$ cat src/rtl/coproc0.sv
// CP0 system-control coprocessor: SR/Cause/EPC/PRId registers, interrupt and
// exception entry, mtc0 writes and eret EXL clear.
module coproc0 (
    input  logic        clk,
    input  logic        reset,
    input  logic [4:0]  A,
    input  logic [31:0] DIn,
    input  logic        WE,
    input  logic [31:0] VPC,
    input  logic        BDIn,
    input  logic [4:0]  ExcCodeIn,
    input  logic [5:0]  HWInt,
    input  logic        EXLClr,
    output logic        intReq,
    output logic [31:0] EPCOut,
    output logic [31:0] DOut
);

    localparam logic [4:0]  ADDR_SR    = 5'd12;
    localparam logic [4:0]  ADDR_CAUSE = 5'd13;
    localparam logic [4:0]  ADDR_EPC   = 5'd14;
    localparam logic [4:0]  ADDR_PRID  = 5'd15;
    localparam logic [31:0] PRID_VALUE = 32'h0000_2023;

    // Return address for the faulting instruction; a delay-slot instruction
    // restarts at its branch, one word earlier (wraps modulo 2^32).
    function automatic logic [31:0] excReturnPc(input logic [31:0] pc, input logic inDelay);
        logic [31:0] aligned;
        aligned = {pc[31:2], 2'b00};
        return inDelay ? (aligned - 32'd4) : aligned;
    endfunction

    logic [5:0]  srIm;
    logic        srExl;
    logic        srIe;
    logic        causeBd;
    logic [5:0]  causeIp;
    logic [4:0]  causeExcCode;
    logic [31:0] epc;

    logic        intPend;
    logic        excPend;
    logic [31:0] srWord;
    logic [31:0] causeWord;
    logic [31:0] epcWord;

    // Register views; while reset is held they read as the cleared state.
    always_comb begin
        srWord    = 32'd0;
        causeWord = 32'd0;
        epcWord   = 32'd0;
        if (!reset) begin
            srWord    = {16'd0, srIm, 8'd0, srExl, srIe};
            causeWord = {causeBd, 15'd0, causeIp, 3'd0, causeExcCode, 2'd0};
            epcWord   = epc;
        end else begin
            srWord    = 32'd0;
            causeWord = 32'd0;
            epcWord   = 32'd0;
        end
    end

    // Pending conditions and the same-cycle take-exception request.
    always_comb begin
        intPend = ~reset & (|(HWInt & srIm)) & srIe & ~srExl;
        excPend = ~reset & (ExcCodeIn != 5'd0) & ~srExl;
        intReq  = intPend | excPend;
        EPCOut  = epcWord;
    end

    // mfc0 read mux straight from register contents (no write bypass).
    always_comb begin
        DOut = 32'd0;
        case (A)
            ADDR_SR:    DOut = srWord;
            ADDR_CAUSE: DOut = causeWord;
            ADDR_EPC:   DOut = epcWord;
            ADDR_PRID:  DOut = PRID_VALUE;
            default:    DOut = 32'd0;
        endcase
    end

    // State update: exception entry beats mtc0 and eret; eret beats mtc0 EXL.
    always_ff @(posedge clk) begin
        if (reset) begin
            srIm         <= 6'd0;
            srExl        <= 1'b0;
            srIe         <= 1'b0;
            causeBd      <= 1'b0;
            causeIp      <= 6'd0;
            causeExcCode <= 5'd0;
            epc          <= 32'd0;
        end else begin
            causeIp <= HWInt;
            if (intReq) begin
                srExl        <= 1'b1;
                causeBd      <= BDIn;
                causeExcCode <= intPend ? 5'd0 : ExcCodeIn;
                epc          <= excReturnPc(VPC, BDIn);
            end else begin
                if (WE) begin
                    case (A)
                        ADDR_SR: begin
                            srIm  <= DIn[15:10];
                            srExl <= DIn[1];
                            srIe  <= DIn[0];
                        end
                        ADDR_EPC: epc <= {DIn[31:2], 2'b00};
                        default:  ;
                    endcase
                end
                if (EXLClr) begin
                    srExl <= 1'b0;
                end
            end
        end
    end

endmodule

$ cat config.mk
export PLATFORM = sky130hd
export DESIGN_NAME = coproc0
export DESIGN_NICKNAME = d
export VERILOG_FILES = /design/src/rtl/coproc0.sv
export SDC_FILE = /design/constraint.sdc
export NUM_CORES = 1
export LEC_CHECK = 0
export CORE_UTILIZATION = 35
export DETAILED_ROUTE_END_ITERATION = 10
export GPL_ROUTABILITY_DRIVEN = 0
export PLACE_DENSITY = 0.66
export SYNTH_ARGS = -nofsm -noshare
export SYNTH_HDL_FRONTEND = slang
export SYNTH_SLANG_ARGS = --single-unit
export TNS_END_PERCENT = 1
$ cat constraint.sdc
create_clock -name clk -period 5.1 [get_ports clk]
set_clock_uncertainty 0.05 [all_clocks]
set_input_delay 0.51 -clock clk [delete_from_list [all_inputs] [get_ports clk]]
set_output_delay 0.51 -clock clk [all_outputs]
set_load 0.01 [all_outputs]
==> results_dict.tcl, run 1 <==
set metrics [dict create \
    intPower_w 0.0006614 \
    power.leakage_nw 1.767 \
    power_frac_seq_pct 46.8 \
    post_cts_resized 0 \
    period_minus_slack_ns 3.560 \
    swShare_pct 29.42 \
    setup_viol 0 \
    worstPathRequired_ns 4.54 \
    clock_path_buffers 2 \
    ys_ff_latch 50 \
    yosys.cell_types.count 46 \
    slew_viol_final 0 \
    cp-end-kind "primary output" \
    initial_core_util_pct 36.34 \
    maxCapViolCount 0 \
    drtPass1Iterations 4 \
    top_usage_layer "met2" \
    endpoint "DOut[17]" \
    vias_per_cell 5.706 \
    worstSetupPathType "input port to primary output" \
    synth.avg_cell_area_sq_um 7.947 \
    grt_use_met1_pct 32.66 \
    max_freq_ghz 0.2809 \
    grt_pass1_vias 3732 \
    p_per_area_nw_per_um2 180.8 \
    grt_pass1_wl_um 19600 \
    postRouteAntennaNets 0 \
    gr-total-overflow 0 \
    drive_gt1_share_pct 5.789 \
    grt_usage_pct 23.64 \
    syn2layout_area_growth_pct 45.23 \
    portBuffers 145 \
    root_buffer "clkbuf_8" \
    final_core_util_pct 52.78 \
    peakVddDrop_mv 0.1403 \
    wirelength_um 12580 \
    netlist_instances 449 \
    postSynth.asyncResetShare_pct 0 \
    core_area_sq_um 9819 \
    cts_sinks 50 \
    pre_cts_slack_ns 1.534 \
    h-tree-depth 2 \
    ys.flop_type "dfxtp_1" \
    drtIter0Drc 178 \
    met3_usage_pct 3.390 \
    min_path_type "flip-flop to flip-flop" \
    cts_setup_buffers 0 \
    rsz0062_at_grt "false" \
    holdPathStages 2 \
    die_h_um 103.0 \
    tightest_slew_ns 1.133 \
    cts_tree "yes" \
    wl_per_cell_um 17.90 \
    startpoint "A[0]" \
    io_pins 150 \
    hold_violations 0 \
    min_period_over_period_pct 69.80 \
    clk_pin_slew_worst_paths_ns 0.10 \
    rows 36 \
    routed-via-count 4011 \
    synth.most_common_cell "dfxtp_1" \
    postCtsHoldBufs 0 \
    p_sw_w 0.0002756 \
    startpoint_type "input port" \
    p_clk_share_pct 26.4 \
    grt_max_degree 55 \
    netlist_top_cells_area "dfxtp_1, a2111oi_0, nor2b_1" \
    r2r-end "srIm[3]" \
    r2r_start "srExl" \
    final_nets 655 \
    yosysWarnings 0 \
    hold_start "causeExcCode[2]" \
    cts_buffers 5 \
    setup_ws_ns 1.540 \
    fin_tns_setup_ns 0 \
    ys_seq_area_share_pct 28.05 \
    cp_max_fo 14 \
    antenna_found_initial 0 \
    rrSetupSlack_ns 2.76 \
    synth_top_area_cell "dfxtp_1" \
    drc 0 \
    worstSkewPairLatency_ns 0.30 \
    outcome "finished, final reports clean" \
    crit_arrival_ns 3.00 \
    dpl.hpwl_um 9289 \
    synth_top_area_share_pct 28.05 \
    syn_area_sq_um 3568 \
    synth_edf_count 0 \
    gr-usage-met2_pct 38.77 \
    antenna_cells 0 \
    die_w_um 103.0 \
    die_area_sq_um 10600 \
    synth_common_cells "dfxtp_1, nor2b_1, clkbuf_1" \
    slew_headroom_pct 24.43 \
    pwr-share-comb_pct 26.8 \
    reg2regPathDepth 4 \
]
cells in the final DEF, fill, tap and decap left out, types with 3 or more instances in the layout:
cell,Yosys,final
or3_1,12,12
a21oi_1,12,12
a22oi_1,12,12
nand4_1,7,7
or4_4,3,3
a211oi_1,12,12
buf_4,2,10
xor2_1,5,5
nand3_1,7,7
inv_1,4,4
nor2b_1,40,40
o41ai_1,5,5
dfxtp_1,50,50
nor4_1,3,3
nand2_1,13,13
a2111oi_0,30,30
xnor2_1,6,6
or4_1,14,14
mux2i_1,12,12
clkbuf_8,0,6
and3_1,30,30
and2_1,19,19
o31ai_1,9,9
nand2b_1,16,16
or2_2,4,4
clkdlybuf4s50_1,0,144
nor2_1,27,27
o21ai_0,8,8
a311oi_1,18,18
nor3_1,9,9
cell families (layout without fill, tap and decap cells):
kind of cell | after synthesis | count (layout) | synth area share [%]
xor+xnor | 11 | 11 | 2.700
fa+ha+maj | 1 | 1 | 0.3506
other cells | 1 | 2 | 0.1051
simple gates | 214 | 214 | 35.73
compound gates | 113 | 113 | 24.26
buf+inv | 47 | 167 | 5.435
mux | 12 | 12 | 3.366
flops | 50 | 50 | 28.05
worst min-delay path by stage:
stage,end,slack (ns)
global route,causeExcCode[2],0.46
floorplan,causeExcCode[0],0.39
global placement,causeExcCode[0],0.40
detailed placement,causeExcCode[2],0.41
CTS,causeExcCode[2],0.43
finish,causeExcCode[2],0.43
layout make-up:
cell class	instances	area, sq um
Multi-Input combinational cell	353	2384
Clock buffer	6	82.58
Sequential cell	50	1001
Tap cell	133	166.4
Inverter	4	15.01
Timing Repair Buffer	155	1521
Clock inverter	2	12.51
Fill cell	994	4637
registers in the layout (all words and copies together) (netlist names):
| register | flops |
|---|---|
| causeBd | 1 |
| srExl | 1 |
| srIe | 1 |
| causeIp | 6 |
| epc | 30 |
| srIm | 6 |
| causeExcCode | 5 |
power by group through the flow:
stage	Clock, W	Sequential [W]	Combinational (W)
2_1_floorplan	0	0.000437	0.000119
3_3_place_gp	0	0.000447	0.000247
3_5_place_dp	0	0.000447	0.000249
4_1_cts	0.000250	0.000438	0.000250
5_1_grt	0.000266	0.000442	0.000273
6_report	0.000248	0.000439	0.000251
critical path: stages:
cell,delay [ns]
clkdlybuf4s50_1,0.62
nor2b_1,0.43
nor2b_1,0.49
buf_4,0.26
and2_1,0.14
clkdlybuf4s50_1,0.53
per-stage QoR:
step	area, sq um	power (W)	hold slack, ns	instances
after CTS	5182	0.0009378	0.4263	703
final	5182	0.0009370	0.4319	703
after global placement	5087	0.0006933	0.4026	695
after floorplan	3572	0.0005563	0.3855	450
after global routing	5182	0.0009805	0.4562	703
after detailed placement	5087	0.0006961	0.4061	695
per-layer routing:
layer  wire [um]  vias to the layer above  part of all wire, %
li1            -                     1952                    -
met1        5651                     1896                   45
met2        5945                      153                   47
met3         878                       10                  7.0
met4         108                        0                 0.86
met5           0                        -                    0
No activity file was read; power rests on OpenSTA's default activity.
==> inputs of run 2 (changes only) <==
==> constraint.sdc (replaced) <==
create_clock -name clk -period 3.72 [get_ports clk]
set_clock_uncertainty 0.05 [all_clocks]
set_input_delay 0.372 -clock clk [delete_from_list [all_inputs] [get_ports clk]]
set_output_delay 0.372 -clock clk [all_outputs]
set_load 0.01 [all_outputs]
==> run 2 against run 1 <==
Against the previous run:
- final cell count up 0.71%
- critical path depth up 1
- cell area up 0.65%
- via count up 0.87%
- clock power up 35%
- clock-buffer cell count up 1
- utilization up 0.34 points
- register-to-register slack worse by 1.3 ns
- first-iteration DRC count up 17%
- combinational power up 39%
- critical endpoint is now DOut[16]
- largest cell class unchanged
- largest power group unchanged
==> results_dict.tcl, run 2 (same netlist as run 1, synthesis figures left out) <==
set metrics [dict create \
    p_per_area_nw_per_um2 246.6 \
    power_frac_seq_pct 46.7 \
    fin_tns_setup_ns 0 \
    total_power_w 0.001286 \
    min_period_over_period_pct 79.10 \
    clk_pin_slew_worst_paths_ns 0.09 \
    pre_cts_slack_ns 0.7526 \
    crit_path_top_delay_cell "clkdlybuf4s50_1" \
    cts_sinks 50 \
    initial_core_util_pct 36.34 \
    p_clk_share_pct 26.1 \
    reg.largest.list "epc: 30 flops, causeIp: 6 flops, srIm: 6 flops" \
    postRouteAntennaNets 0 \
    largest_register_ffs 30 \
    holdWs_ns 0.4287 \
    die_w_um 103.0 \
    outcome "finished, final reports clean" \
    grt_pass1_wl_um 19980 \
    p_sw_w 0.0003762 \
    cp_max_fo 14 \
    rows 36 \
    gr-total-overflow 0 \
    worstPathCellList "clkdlybuf4s50_1 -> and3b_1 -> nand2b_1 -> nor2b_1 -> buf_4 -> and2_1 -> clkdlybuf4s50_1" \
    cp-end-kind "primary output" \
    post_cts_resized 0 \
    final_common_cell "clkdlybuf4s50_1" \
    portBuffers 145 \
    max_freq_ghz 0.3399 \
    path_buf_inv 3 \
    drtPass1Iterations 4 \
    antenna_cells 0 \
    wl_per_cell_um 18.21 \
    drc 0 \
    rsz0062_at_grt "false" \
    syn2layout_area_growth_pct 46.18 \
    crit_path_max_incr_delay_ns 0.56 \
    die_area_sq_um 10600 \
    dpl.hpwl_um 9495 \
    period_minus_slack_ns 2.942 \
    worstPathRequired_ns 3.30 \
    crit_arrival_ns 2.52 \
    regArea_sq_um 1001 \
    clock_path_buffers 2 \
    startpoint_type "input port" \
    intPower_w 0.0009099 \
    final_core_util_pct 53.12 \
    antenna_found_initial 0 \
    power.leakage_nw 1.795 \
    worstSetupPathType "input port to primary output" \
    tightest_slew_ns 1.121 \
    h-tree-depth 2 \
    crit_top_cell "clkdlybuf4s50_1" \
    setup_ws_ns 0.7775 \
    wirelength_um 12890 \
    drive_gt1_share_pct 6.435 \
    hold_violations 0 \
    final_nets 660 \
    swShare_pct 29.25 \
    grt_usage_pct 24.40 \
    setup_viol 0 \
    die_h_um 103.0 \
    routed-via-count 4046 \
    cts_setup_buffers 0 \
    multi_input_area_sq_um 2384 \
    core_area_sq_um 9819 \
    grt_max_degree 63 \
    grt_pass1_vias 3824 \
    vias_per_cell 5.715 \
    pwr-share-comb_pct 27.2 \
    min_path_type "flip-flop to flip-flop" \
    critical_path.top_delay_family "buffers and inverters" \
    largest-register "epc" \
    io_pins 150 \
    drtIter0Drc 209 \
    maxCapViolCount 0 \
    slew_headroom_pct 25.28 \
    cts_tree "yes" \
    peakVddDrop_mv 0.1435 \
    fillers 944 \
    final_cell_mix "clkdlybuf4s50_1, dfxtp_1, nor2b_1" \
    slew_viol_final 0 \
    worstSkewPairLatency_ns 0.31 \
    cts_buffers 5 \
    root_buffer "clkbuf_8" \
    postCtsHoldBufs 0 \
]
-- run 2: worst paths after layout --
| kind | from | end | slack, ns | cells past startpoint |
|---|---|---|---|---|
| max | A[2] | DOut[16] | 0.78 | 7 |
| max reg2reg | srExl | epc[27] | 1.41 | 4 |
| min | causeExcCode[0] | causeExcCode[0] | 0.43 | 2 |
| min reg2reg | causeExcCode[0] | causeExcCode[0] | 0.43 | 2 |
-- run 2: cell type report --
class / count / area share, %
multi-input combinational: 353 / 45.69
timing repair buffer: 160 / 29.89
sequential: 50 / 19.19
tap: 133 / 3.190
clock buffer: 7 / 1.655
inverter: 4 / 0.2878
clock inverter: 1 / 0.09595
-- run 2: worst min-delay path, cell delays in order, from the launching register on --
cell and delay, ns:
dfxtp_1 0.33, nand2_1 0.05, a21oi_1 0.06
-- run 2: power groups by stage --
stage | sequential (W) | combinational (W) | clock [W]
CTS | 0.000600 | 0.000347 | 0.000338
detailed placement | 0.000613 | 0.000346 | 0
global placement | 0.000611 | 0.000342 | 0
finish | 0.000600 | 0.000350 | 0.000336
floorplan | 0.000599 | 0.000163 | 0
global route | 0.000605 | 0.000379 | 0.000367
-- run 2: layer usage --
metal | up-vias | wire length (um) | GRT usage [%]
met2 | 146 | 6106 | 39.74
li1 | 1955 | - | -
met4 | 0 | 227 | 8.559
met1 | 1926 | 5830 | 33.22
met5 | - | 0 | 0
met3 | 19 | 730 | 2.915
-- run 2: per-stage QoR --
stage	instances	area, sq um
floorplan	450	3572
global placement	700	5125
global route	708	5216
detailed placement	700	5125
CTS	708	5216
finish	708	5216
==> inputs of run 3 (changes only) <==
==> constraint.sdc (replaced) <==
create_clock -name clk -period 2.9 [get_ports clk]
set_clock_uncertainty 0.05 [all_clocks]
set_input_delay 0.29 -clock clk [delete_from_list [all_inputs] [get_ports clk]]
set_output_delay 0.29 -clock clk [all_outputs]
set_load 0.01 [all_outputs]
==> run 3 against run 2 <==
Against the previous run:
- final cell count grew 1.8%
- hold slack lost 0.063 ns
- highest routed layer unchanged
- clock-buffer cell count shrank 1
- first-iteration DRC count grew 8.6%
- wire length shrank 3.2%
- sequential power grew 29%
- utilization grew 1.0 points
- die area is the same
- via count shrank 1.3%
- clock power grew 26%
- setup slack lost 0.55 ns
- critical path depth shrank 1
==> results_dict.tcl, run 3 (same netlist as run 1, synthesis figures left out) <==
set metrics [dict create \
    outcome "finished, final reports clean" \
    drc 0 \
    crit_arrival_ns 2.34 \
    antenna_found_initial 0 \
    clk_pin_slew_worst_paths_ns 0.09 \
    reg2regPathDepth 5 \
    p_per_area_nw_per_um2 311.1 \
    holdPathStages 3 \
    clock_path_buffers 2 \
    fin_area_sq_um 5318 \
    grt_pass1_wl_um 19600 \
    drtIter0Drc 227 \
    reg.largest.list "epc: 30 flops, causeIp: 6 flops, srIm: 6 flops" \
    placed_area_sq_um 5223 \
    drtPass1Iterations 5 \
    antenna_cells 0 \
    slew_viol_final 0 \
    final_nets 673 \
    min_period_over_period_pct 92.30 \
    setup_viol 0 \
    h-tree-depth 2 \
    cts_setup_buffers 0 \
    startpoint_type "input port" \
    postCtsHoldBufs 0 \
    io_pins 150 \
    rows 36 \
    post_cts_resized 0 \
    worstPathCellList "clkdlybuf4s50_1 -> nor2b_1 -> nor2b_1 -> buf_4 -> and2_1 -> clkdlybuf4s50_1" \
    cts_buffers 5 \
    final_common_cell "clkdlybuf4s50_1" \
    total_power_w 0.001655 \
    rrSetupSlack_ns 0.84 \
    wirelength_um 12480 \
    regArea_sq_um 1001 \
    grt_pass1_vias 3608 \
    cp-end-kind "primary output" \
    worstPathRequired_ns 2.56 \
    power.leakage_nw 1.857 \
    final_cell_mix "clkdlybuf4s50_1, dfxtp_1, nor2b_1" \
    period_minus_slack_ns 2.677 \
    tightest_slew_ns 0.6478 \
    maxCapViolCount 0 \
    slew_headroom_pct 55.69 \
    cts_sinks 50 \
    grt_max_degree 49 \
    routed-via-count 3993 \
    dp_cells 713 \
    vias_per_cell 5.538 \
    hold_violations 0 \
    cp_max_fo 14 \
    root_buffer "clkbuf_8" \
    postRouteAntennaNets 0 \
    syn2layout_area_growth_pct 49.02 \
    grt_usage_pct 23.78 \
    multi_input_area_sq_um 2384 \
    startpoint "A[1]" \
    fillers 947 \
    setup_ws_ns 0.2233 \
    rsz0062_at_grt "false" \
    core_area_sq_um 9819 \
    portBuffers 145 \
    drive_gt1_share_pct 8.673 \
    die_w_um 103.0 \
    r2r_start "srIe" \
    peakVddDrop_mv 0.1892 \
    die_area_sq_um 10600 \
    largest-register "epc" \
    wl_per_cell_um 17.31 \
    largest_register_ffs 30 \
    worstSkewPairLatency_ns 0.30 \
    pre_cts_slack_ns 0.1553 \
    die_h_um 103.0 \
    crit_path_top_delay_cell "clkdlybuf4s50_1" \
    endpoint "DOut[28]" \
    initial_core_util_pct 36.34 \
    worstSetupPathType "input port to primary output" \
    gr-total-overflow 0 \
    max_freq_ghz 0.3736 \
    dpl.hpwl_um 9681 \
    cts_tree "yes" \
    crit_path_max_incr_delay_ns 0.68 \
    min_path_type "input port to flip-flop" \
    fin_tns_setup_ns 0 \
    r2r-end "epc[18]" \
    final_cells 721 \
]
## run 3: layout make-up
type	count	area share (%)
multi-input combinational	353	44.82
timing repair buffer	173	31.15
sequential	50	18.82
tap	133	3.129
clock buffer	6	1.553
inverter	4	0.2824
clock inverter	2	0.2353
## run 3: metrics by stage
stage	hold WS, ns	util [%]
CTS	0.3594	54.15
global placement	0.4077	53.19
floorplan	0.3682	-
detailed placement	0.4083	53.19
global route	0.3957	54.15
finish	0.3659	54.15
## run 3: worst min path at each step
stage	slack (ns)	start	to
6_report	0.37	reset	srIe
5_1_grt	0.40	reset	srIe
4_1_cts	0.36	reset	srIe
3_5_place_dp	0.41	causeExcCode[2]	causeExcCode[2]
3_3_place_gp	0.41	causeExcCode[2]	causeExcCode[2]
2_1_floorplan	0.37	HWInt[0]	causeIp[0]
## run 3: where the power goes
part	leakage [nW]	switching [W]	internal (W)	total, W
sequential	0.413	0.0000367	0.000735	0.000771
clock	0.0472	0.000232	0.000192	0.000425
combinational	1.40	0.000209	0.000250	0.000459
total	1.86	0.000478	0.00118	0.00165
## run 3: routing by layer
| layer | wire length, um | track usage (%) | vias up |
|---|---|---|---|
| li1 | - | - | 1990 |
| met5 | 0 | 0 | - |
| met1 | 5819 | 34.01 | 1863 |
| met2 | 5898 | 39.18 | 133 |
| met3 | 701 | 2.644 | 7 |
| met4 | 59 | 3.467 | 0 |
## run 3: worst max-delay path, delay by kind of cell
family,cells,cell delay (ns)
simple gates,3,0.61
buf+inv,3,1.44
==> patch 1 (config.mk and constraints of run 3) <==
Register the output `EPCOut`, with the module's reset; this adds one clock of latency there. The other outputs are not delayed to match.
--- a/src/rtl/coproc0.sv
+++ b/src/rtl/coproc0.sv
@@ -23,2 +23,4 @@
     localparam logic [31:0] PRID_VALUE = 32'h0000_2023;
+
+    logic [31:0] EPCOut_d;
 
@@ -67,3 +69,3 @@
         intReq  = intPend | excPend;
-        EPCOut  = epcWord;
+        EPCOut_d = epcWord;
     end
@@ -118,2 +120,10 @@
 
+    always_ff @(posedge clk) begin
+        if (reset) begin
+            EPCOut <= '0;
+        end else begin
+            EPCOut <= EPCOut_d;
+        end
+    end
+
 endmodule
Behaviour: not the same (Yosys sat finds a counterexample within 4 cycles, from zero or initial values and one cycle with reset high).
==> patch 1 against run 3 <==
  * Synthesized cell count grew 4.9%
  * Global-route usage shrank 2.1 points
  * Non-clock buffer count grew 3
  * Design area grew 15%
  * Setup slack gained 0.011 ns
  * Hold slack lost 0.19 ns
  * Synthesized area grew 16%
  * Sequential cell count grew 30
  * Power grew 64%
  * Wire length grew 6.3%
  * Clock power grew 140%
  * Critical endpoint is now DOut[25]
==> patch 1: results (changes against run 3) <==
Layout
  – Final non-clock buffer share: 27.5% (-3.7 points)
  – Non-clock inverters: 3 (-1)
  – Count of multi-input gates: 348 (-1.4%)
  – Clock-cell share: 4.51% (+2.7 points)
  – Area of the multi-input gates: 0.00236 mm2 (-1.0%)
  – FF+latch area: 0.00160 mm2 (+60%)
  – Final net count: 704 (+4.6%)
  – Largest registers: EPCOut (30), epc (30)
  – Clock buffers: 11 (+5)
  – Repair and plain buffers: 176 (+1.7%)
  – FF+latch count: 80 (+60%)

Hold path
  – Hold Path Depth: 2 (-1)
  – Hold worst-path end: EPCOut[2]$_SDFF_PP0_

Routing
  – Routed vias/inst: 5.51 (-0.55%)
  – DR iter-0 viols: 361 (+59%)
  – Wire per inst: 17.3 um (about the same)

Power
  – Sequential share of power: 44.7% (-1.9 points)
  – Tot Pwr: 0.00272 W (+64%)
  – Maximum VDD drop: 300 uV (+58%)
  – Lkg Pwr: 2.19 nW (+18%)
  – Sw frac: 25.7% (-3.2 points)
  – Clock Power Share: 38.4% (+13 points)

Yosys
  – Synth Area in Compound Gates: 20.5% (-3.8 points)
  – Synth cell types: 47 (+2.2%)
  – Post-Synth Adder-Cell Area: 0.303% (-0.047 points)
  – Ranking of synthesized cells by area: dfxtp_1 (39%), a2111oi_0 (6.4%), nor2b_1 (6.1%)
  – Synth Area in XOR/XNOR: 2.76% (+0.059 points)
  – Post-synthesis sequential area ratio: 38.8% (+11 points)

Critical path
  – Worst Setup SP: A[0]
  – RR Endpoint: epc[27]$_SDFFE_PP0P_
  – CP endpoint: DOut[25]

Global route
  – First-pass GRT wire length: 21,300 um (+8.7%)
  – Vias in the first global route: 4,015 (+11%)
  – Largest net degree at the start of global routing: 50 (+2.0%)

Timing
  – Final WS setup: 0.235 ns (+0.0114 ns)
  – Worst-margin pin slew: 0.603 ns (-0.0449 ns)
  – Hold slack: 0.172 ns (-0.194 ns)

Clocking
  – CTS root buf: clkbuf_16
  – H-tree levels: 3 (+1)
  – Clk pin slew, worst setup/hold paths: 0.06 ns (-0.03 ns)
  – CTS Buf Count: 9 (+4)
  – Worst-Skew Late Latency: 0.34 ns (+0.04 ns)

Status
  – Status: finished, final reports clean
[patch 1: changes by cell type after synthesis, moves of 3 or more]
| cell | change |
|---|---|
| dfxtp_1 | +30 |
| nand3_1 | -3 |
| nor3_1 | -5 |
| nor4_1 | +4 |
| o41ai_1 | -3 |
| or2_2 | -3 |
| or3_1 | -3 |
[patch 1: per-stage QoR]
step                      instances  instance area (um2)
after floorplan                 472                 4130
after global placement          750                 5830
after detailed placement        750                 5830
after CTS                       766                 6110
after global routing            766                 6110
final                           766                 6110
[patch 1: layer usage]
layer | part of all wire (%) | GRT usage (%) | up-vias
li1 | - | - | 2071
met1 | 46 | 28.9 | 1963
met2 | 46 | 35.1 | 159
met3 | 5.0 | 3.62 | 26
met4 | 2.4 | 8.09 | 0
met5 | 0 | 0 | -
==> patch 2 (settings of run 3) <==
Without the edit above. Register the input `DIn` before use, without a reset. The logic sees it one clock later. The other inputs are not delayed to match.
--- a/src/rtl/coproc0.sv
+++ b/src/rtl/coproc0.sv
@@ -23,2 +23,8 @@
     localparam logic [31:0] PRID_VALUE = 32'h0000_2023;
+
+    logic [31:0] DIn_q;
+
+    always_ff @(posedge clk) begin
+        DIn_q <= DIn;
+    end
 
@@ -103,7 +109,7 @@
                         ADDR_SR: begin
-                            srIm  <= DIn[15:10];
-                            srExl <= DIn[1];
-                            srIe  <= DIn[0];
+                            srIm  <= DIn_q[15:10];
+                            srExl <= DIn_q[1];
+                            srIe  <= DIn_q[0];
                         end
-                        ADDR_EPC: epc <= {DIn[31:2], 2'b00};
+                        ADDR_EPC: epc <= {DIn_q[31:2], 2'b00};
                         default:  ;
Check against the original RTL: not equivalent (a bounded check fails within 4 cycles, from zero or initial values and one cycle with reset high).
==> patch 2 against run 3 <==
  * The flow now finishes with violations (DRC)
  * Wire length increased by 6.1%
  * Die area increased by 17%
  * Core utilization decreased by 0.79 points
  * Sequential cell count increased by 32
  * Synthesized area increased by 17%
  * Final cell count increased by 5.3%
  * Largest power group unchanged
  * Design area increased by 16%
  * Count of clock-buffer cells in the layout increased by 5
  * Setup slack improved by 0.11 ns
  * Power increased by 71%
==> patch 2: results (changes against run 3) <==
Layout
  – Repair and plain buffers: 171 (-1.2%)
  – Fill cell count: 1,042 (+10%)
  – Final non-clock buffer share: 26.9% (-4.2 points)
  – Layout cells sized above 1: 9.74% (+1.1 points)

Yosys
  – Top post-synthesis cells by count: dfxtp_1 (82), nor2b_1 (41), clkbuf_1 (39)
  – Post-synthesis sequential area ratio: 39.2% (+11 points)
  – Ranking of synthesized cells by area: dfxtp_1 (39%), a2111oi_0 (6.3%), nor2b_1 (6.1%)
  – Post-Syn Instances: 471 (+4.9%)
  – Synth Area in Compound Gates: 20.7% (-3.5 points)
  – Synth Area in XOR/XNOR: 2.30% (-0.40 points)
  – Post-Synth Adder-Cell Area: 0.299% (-0.051 points)

Global route
  – Global Route met2 Usage: 35.8% (-3.4 points)
  – Met1 Usage GRT: 27.6% (-6.4 points)
  – Vias in the first global route: 4,077 (+13%)

Timing
  – Rel. slew slack: 64.0% (+8.3 points)
  – Hold slack: 0.339 ns (-0.0273 ns)

Status
  – Status: complete, but fails checks
  – Failing checks: DRC

Place
  – Dpl ws: 0.143 ns (-0.0122 ns)
  – DP HPWL: 9490 um (-2.0%)

Routing
  – Routed vias/inst: 5.46 (-1.4%)
  – Wire per inst: 17.4 um (+0.82%)
  – Post-route DRC: 16 (+16)

Critical path
  – CP endpoint: DOut[13]
  – Critical Path Max Stage Delay: 0.54 ns (-0.14 ns)
  – Worst Setup SP: A[0]
  – RR Endpoint: epc[26]$_SDFFE_PP0P_

Hold path
  – Hold Path Depth: 1 (-2)
==> patch 2: cell count changes after synthesis, sizes merged, moves of 3 or more <==
cell and change:
o31ai +3, nor3 -3, nand4 -4, clkbuf +3
buf -3, dfxtp +32, or3 -4
==> patch 2: worst max-delay path: cells and delay by family <==
family | cells | cell delay (ns)
buffers and inverters | 3 | 1.29
and+or+nand+nor | 2 | 0.31
AOI/OAI and AO/OA | 2 | 0.33
==> patch 2: logic make-up (layout without fill, tap and decap cells) <==
family | Yosys count | in the layout
muxes | 12 | 12
buffers and inverters | 46 | 190
adders and majority gates | 1 | 1
other | 1 | 2
xor gates and xnor gates | 11 | 11
and+or+nand+nor | 205 | 205
DFF | 82 | 82
AOI/OAI and AO/OA | 113 | 113
==> patch 2: power by group through the flow <==
stage               Clock [W]  Combinational, W  Sequential, W
finish                0.00114          0.000447        0.00124
floorplan                   0          0.000205        0.00125
global placement            0          0.000439        0.00126
detailed placement          0          0.000444        0.00127
CTS                   0.00116          0.000447        0.00124
global route          0.00120          0.000485        0.00125
